===== src/rtl/demux_alulogic_regs.sv =====
// -----------------------------------------------------------------------------
// demux_alulogic_regs
// 1-to-4 registered demultiplexer. A single ALU/logic result is captured into
// one of four holding registers, either as a single load (slot chosen by
// selector) or as a 4-word burst that fills slots 0..3 on consecutive edges.
// Per-slot valid flags track unconsumed data.
//
// Ports
//   clk            system clock, all state updates on the rising edge
//   reset          synchronous, active-high reset
//   selector       destination slot for a single load
//   data_in        value to capture
//   load           single-word write of data_in into slot[selector] (IDLE only)
//   burst          start a 4-word burst (IDLE only, wins over load)
//   consume        per-slot read acknowledge, clears valid[i]
//   data_out_0..3  holding registers
//   valid          valid[i]=1 while slot i holds unconsumed data
//   busy           high while the burst FSM is in BURST
//   done           one-cycle pulse after the last burst word is written
//   overwrite_err  (only with DEMUX_OVERWRITE_ERR_EN) sticky flag, set when a
//                  write lands on a valid, unconsumed slot; cleared by reset
//
// Build option
//   DEMUX_OVERWRITE_ERR_EN  adds the overwrite_err output and its detector.
//
// FSM states
//   state | meaning
//   IDLE  | accepts single loads; burst=1 writes slot 0 and enters BURST
//   BURST | writes data_in to slot[burst_cnt] each edge, slots 1..3
// -----------------------------------------------------------------------------
module demux_alulogic_regs #(
   parameter int WIDTH = 32
) (
   input  logic             clk,
   input  logic             reset,
   input  logic [1:0]       selector,
   input  logic [WIDTH-1:0] data_in,
   input  logic             load,
   input  logic             burst,
   input  logic [3:0]       consume,
   output logic [WIDTH-1:0] data_out_0,
   output logic [WIDTH-1:0] data_out_1,
   output logic [WIDTH-1:0] data_out_2,
   output logic [WIDTH-1:0] data_out_3,
   output logic [3:0]       valid,
`ifdef DEMUX_OVERWRITE_ERR_EN
   output logic             overwrite_err,
`endif
   output logic             busy,
   output logic             done
);

   typedef enum logic {
      IDLE  = 1'b0,
      BURST = 1'b1
   } state_t;

   state_t           state;
   logic [1:0]       burst_cnt;
   logic [WIDTH-1:0] slot_q [4];

   logic             wr_en;
   logic [1:0]       wr_slot;
   logic [3:0]       wr_mask;

   // Write arbitration: in IDLE burst beats load; in BURST the counter owns
   // the destination and selector/load are ignored.
   always_comb begin
      wr_en   = 1'b0;
      wr_slot = selector;
      if (state == IDLE) begin
         if (burst) begin
            wr_en   = 1'b1;
            wr_slot = 2'd0;
         end else if (load) begin
            wr_en   = 1'b1;
            wr_slot = selector;
         end
      end else begin
         wr_en   = 1'b1;
         wr_slot = burst_cnt;
      end
      wr_mask = wr_en ? (4'b0001 << wr_slot) : 4'b0000;
   end

   always_ff @(posedge clk) begin
      if (reset) begin
         state     <= IDLE;
         burst_cnt <= 2'd0;
         busy      <= 1'b0;
         done      <= 1'b0;
         valid     <= 4'b0000;
         for (int i = 0; i < 4; i++) begin
            slot_q[i] <= '0;
         end
      end else begin
         done <= 1'b0;

         for (int i = 0; i < 4; i++) begin
            if (wr_mask[i]) begin
               slot_q[i] <= data_in;
            end
         end
         // A write to a slot being consumed at the same edge keeps it valid.
         valid <= (valid & ~consume) | wr_mask;

         case (state)
            IDLE: begin
               if (burst) begin
                  state     <= BURST;
                  burst_cnt <= 2'd1;
                  busy      <= 1'b1;
               end
            end
            BURST: begin
               burst_cnt <= burst_cnt + 2'd1;
               if (burst_cnt == 2'd3) begin
                  state <= IDLE;
                  busy  <= 1'b0;
                  done  <= 1'b1;
               end
            end
            default: begin
               state     <= IDLE;
               burst_cnt <= 2'd0;
               busy      <= 1'b0;
            end
         endcase
      end
   end

`ifdef DEMUX_OVERWRITE_ERR_EN
   always_ff @(posedge clk) begin
      if (reset) begin
         overwrite_err <= 1'b0;
      end else if (|(wr_mask & valid & ~consume)) begin
         overwrite_err <= 1'b1;
      end
   end
`endif

   assign data_out_0 = slot_q[0];
   assign data_out_1 = slot_q[1];
   assign data_out_2 = slot_q[2];
   assign data_out_3 = slot_q[3];

endmodule


===== config.mk =====
export PLATFORM = sky130hd
export DESIGN_NAME = demux_alulogic_regs
export DESIGN_NICKNAME = d
export VERILOG_FILES = /design/src/rtl/demux_alulogic_regs.sv
export SDC_FILE = /design/constraint.sdc
export NUM_CORES = 1
export LEC_CHECK = 0
export BUFFER_PORTS_ARGS = -buffer_cell sky130_fd_sc_hd__clkbuf_2
export CORE_ASPECT_RATIO = 0.8
export CORE_MARGIN = 5
export CORE_UTILIZATION = 50
export CTS_CLUSTER_SIZE = 16
export DETAILED_ROUTE_END_ITERATION = 8
export PLACE_DENSITY = 0.79
export SLEW_MARGIN = 0
export SYNTH_ARGS = -nofsm -noshare
export SYNTH_HDL_FRONTEND = slang
export SYNTH_SLANG_ARGS = --single-unit

===== constraint.sdc =====
create_clock -name clk -period 3.6 [get_ports clk]
set_input_delay 0.18 -clock clk [delete_from_list [all_inputs] [get_ports clk]]
set_output_delay 0.18 -clock clk [all_outputs]
set_load 0.1 [all_outputs]

==> results.md <==
* Status: completed
* Final Hold Vio Count at 0
* CP Launch Type: register
* Grt ovf at 0
* Post_cts resized at 0
* First-pass GRT wire length at 19.4 mm
* Ys Warns at 0
* FILL cells at 774
* Die Ht at 102 um
* Initial Util at 51.2%
* 1st-iter DRT viols at 248
* Die width at 124 um
* Layout Nets at 549
* Num rows at 33
* # diodes at 0
* Crit share post-route at 66.4%
* Syn_nets at 371
* Clk_lat worst skew at 0.40 ns
* Maximum number of pins on one net before global-route repair at 37
* Antenna violations before repair at 0
* Cell leakage power at 3.17 nW
* TritonRoute pass-1 iters at 5
* Leading area contributor after synthesis: edfxtp_1
* Worst setup EP type: register
* CTS Buffer Depth at 2
* Most common cell after layout, fill and taps aside: clkbuf_2
* Wire length per cell at 18.6 um
* Core box area at 10200 um2
* Vias in the first global route at 3534
* Multi-input logic area at 1160 um2
* Critical Path Fanout Max at 17
* GR Util met2 at 32.6%
* Finished Layout Cells at 657
* Via count at 3328
* GRT busiest layer: met2
* Drt drc at 0
* Skew final at 0.00795 ns
* Met1 usage at 24.0%
* Sequential Area at 4020 um2
* I/O Buffers at 175
* Routability Congestion at 0.758
* DRT antenna net count at 0
* Post-CTS Setup Inserts at 0
* Slew @ Worst Pin at 1.06 ns
* Critical path required time at 3.87 ns
* Post-synthesis cell type count at 28
* Largest stage delay, worst path at 0.84 ns
* Register area share after synthesis at 76.8%
* Routed wire length at 12.2 mm
* Commonest cells after routing, fill and taps aside: 175 x clkbuf_2, 128 x edfxtp_1, 65 x and2_1
* H-tree depth at 4
* Avg Inst Size Synth at 16.0 um2
* Final setup viols at 0
* Fmax at 418 MHz
* Pwr Density at 684 nW/um2
* Layout cell share with drive strength beyond 1 at 41.8%
* RSZ-0062 raised after global routing: no
* CTS tree: built
* Die ar. at 12600 um2
* Slew Viols, Final at 0
* Critical Path, Cell by Cell: nor3_1 > a2111oi_4 > buf_4 > and2_1
* Slew headroom at 29.2%
* Crit-path slowest cell: a2111oi_4
* Inst Count DP at 627
* Critical path class: reg -> reg
* Hold Crit Class: in -> reg
* Synth top area share at 73.4%
* Clock root cell: clkbuf_16
* Via density per instance at 5.07
* Clock transition at path regs at 0.06 ns
* Met3 Resource Use GR at 9.49%
* Sink Count at 137
* Post-synthesis cell area at 5240 um2
* Minimum clock period at 2.39 ns
* Gr usage total at 20.1%
* Worst VDD drop at 0.000455 V
* Synth area leaders: edfxtp_1 73%, and2_1 7.8%, and3_1 7.6%, dfxtp_1 3.4%, clkbuf_1 1.3%
* Post-Route Setup TNS at 0 ns
* Synth Register Bits at 137
* Max-Cap Viols at 0
* CTS Hold Bufs at 0
* Cell count after synthesis at 328
* Boundary Pins at 176
* P&R area growth vs syn at 30.6%
* Worst EP arrival at 2.66 ns
* Detailed Place HPWL at 8.26 mm
* Num CTS Buffers at 17
[logic make-up (layout without fill, tap and decap cells)]
family          Yosys count  in the layout  share of synthesized area [%]
buf+inv                  21            210                           1.93
compound gates           18             18                           3.06
simple gates            151            151                           18.0
fa+ha+maj                 1              1                          0.239
flops                   137            137                           76.8
[through the flow]
stage / hold slack [ns] / utilization, % / power [mW] / worst slack, ns / instance area [um2]
floorplan: 0.337 / - / 2.85 / 0.556 / 5240
global placement: 0.438 / 61.3 / 3.03 / 1.31 / 6280
detailed placement: 0.445 / 61.3 / 3.05 / 1.19 / 6280
CTS: 0.0648 / 66.8 / 4.71 / 1.19 / 6840
global route: 0.0646 / 66.8 / 4.84 / 1.03 / 6840
finish: 0.0854 / 66.8 / 4.68 / 1.21 / 6840
[cell usage after synthesis]
library cell	n
dfxtp_1	9
nor3b_1	4
a22o_1	1
o21a_1	1
a21boi_0	1
nand2b_1	1
a2111oi_4	1
a211oi_1	1
buf_6	3
a211oi_4	1
and2_1	65
a221oi_1	1
clkbuf_1	18
or4b_4	1
nor2_1	5
o21bai_1	3
a21oi_1	4
edfxtp_1	128
nor3_1	2
ha_1	1
and3_1	64
or2_2	3
nor2b_1	1
nand3b_1	1
a21o_1	3
nand2_1	3
nand4bb_1	1
a22oi_1	1
[metal layers]
metal  wire [um]  vias to the layer above  part of all wire [%]
met5           0                        -                     0
met2        6180                      134                    51
li1            -                     1564                     -
met4          30                        0                  0.25
met3        1270                        2                    10
met1        4730                     1628                    39
[power by group]
part           switching, mW  internal (mW)
clock                  0.600           1.07
sequential            0.0432           1.87
combinational          0.968          0.127
total                   1.61           3.07
[layout make-up]
type / instances / area share (%)
timing repair buffer: 180 / 13.4
sequential: 137 / 58.8
tap: 140 / 2.56
clock buffer: 19 / 6.33
clock inverter: 11 / 1.92
multi-input combinational: 170 / 17.0
[path summary, 6_finish.rpt]
kind	from	to	slack, ns	depth (start not counted)
worst max-delay path	state$_SDFF_PP0_	slot_q[0][12]$_SDFFCE_PN0P_	1.21	4
worst max register to register	state$_SDFF_PP0_	slot_q[0][12]$_SDFFCE_PN0P_	1.21	4
worst min-delay path	consume[2]	valid[2]$_SDFF_PP0_	0.09	3
worst min register to register	valid[1]$_SDFF_PP0_	valid[1]$_SDFF_PP0_	0.45	1
[flip-flops by register name (all words and copies together) (netlist names)]
register / count
burst_cnt: 2
slot_q: 128
busy: 1
done: 1
valid: 4
state: 1
[worst max-delay path, delay by kind of cell, from the launching register on]
family / cells / cell delay (ns)
flip-flops: 1 / 0.62
buffers and inverters: 1 / 0.34
AO/OA/AOI/OAI: 1 / 0.84
AND/OR/NAND/NOR: 2 / 0.43
(Power assumes the default switching activity.)
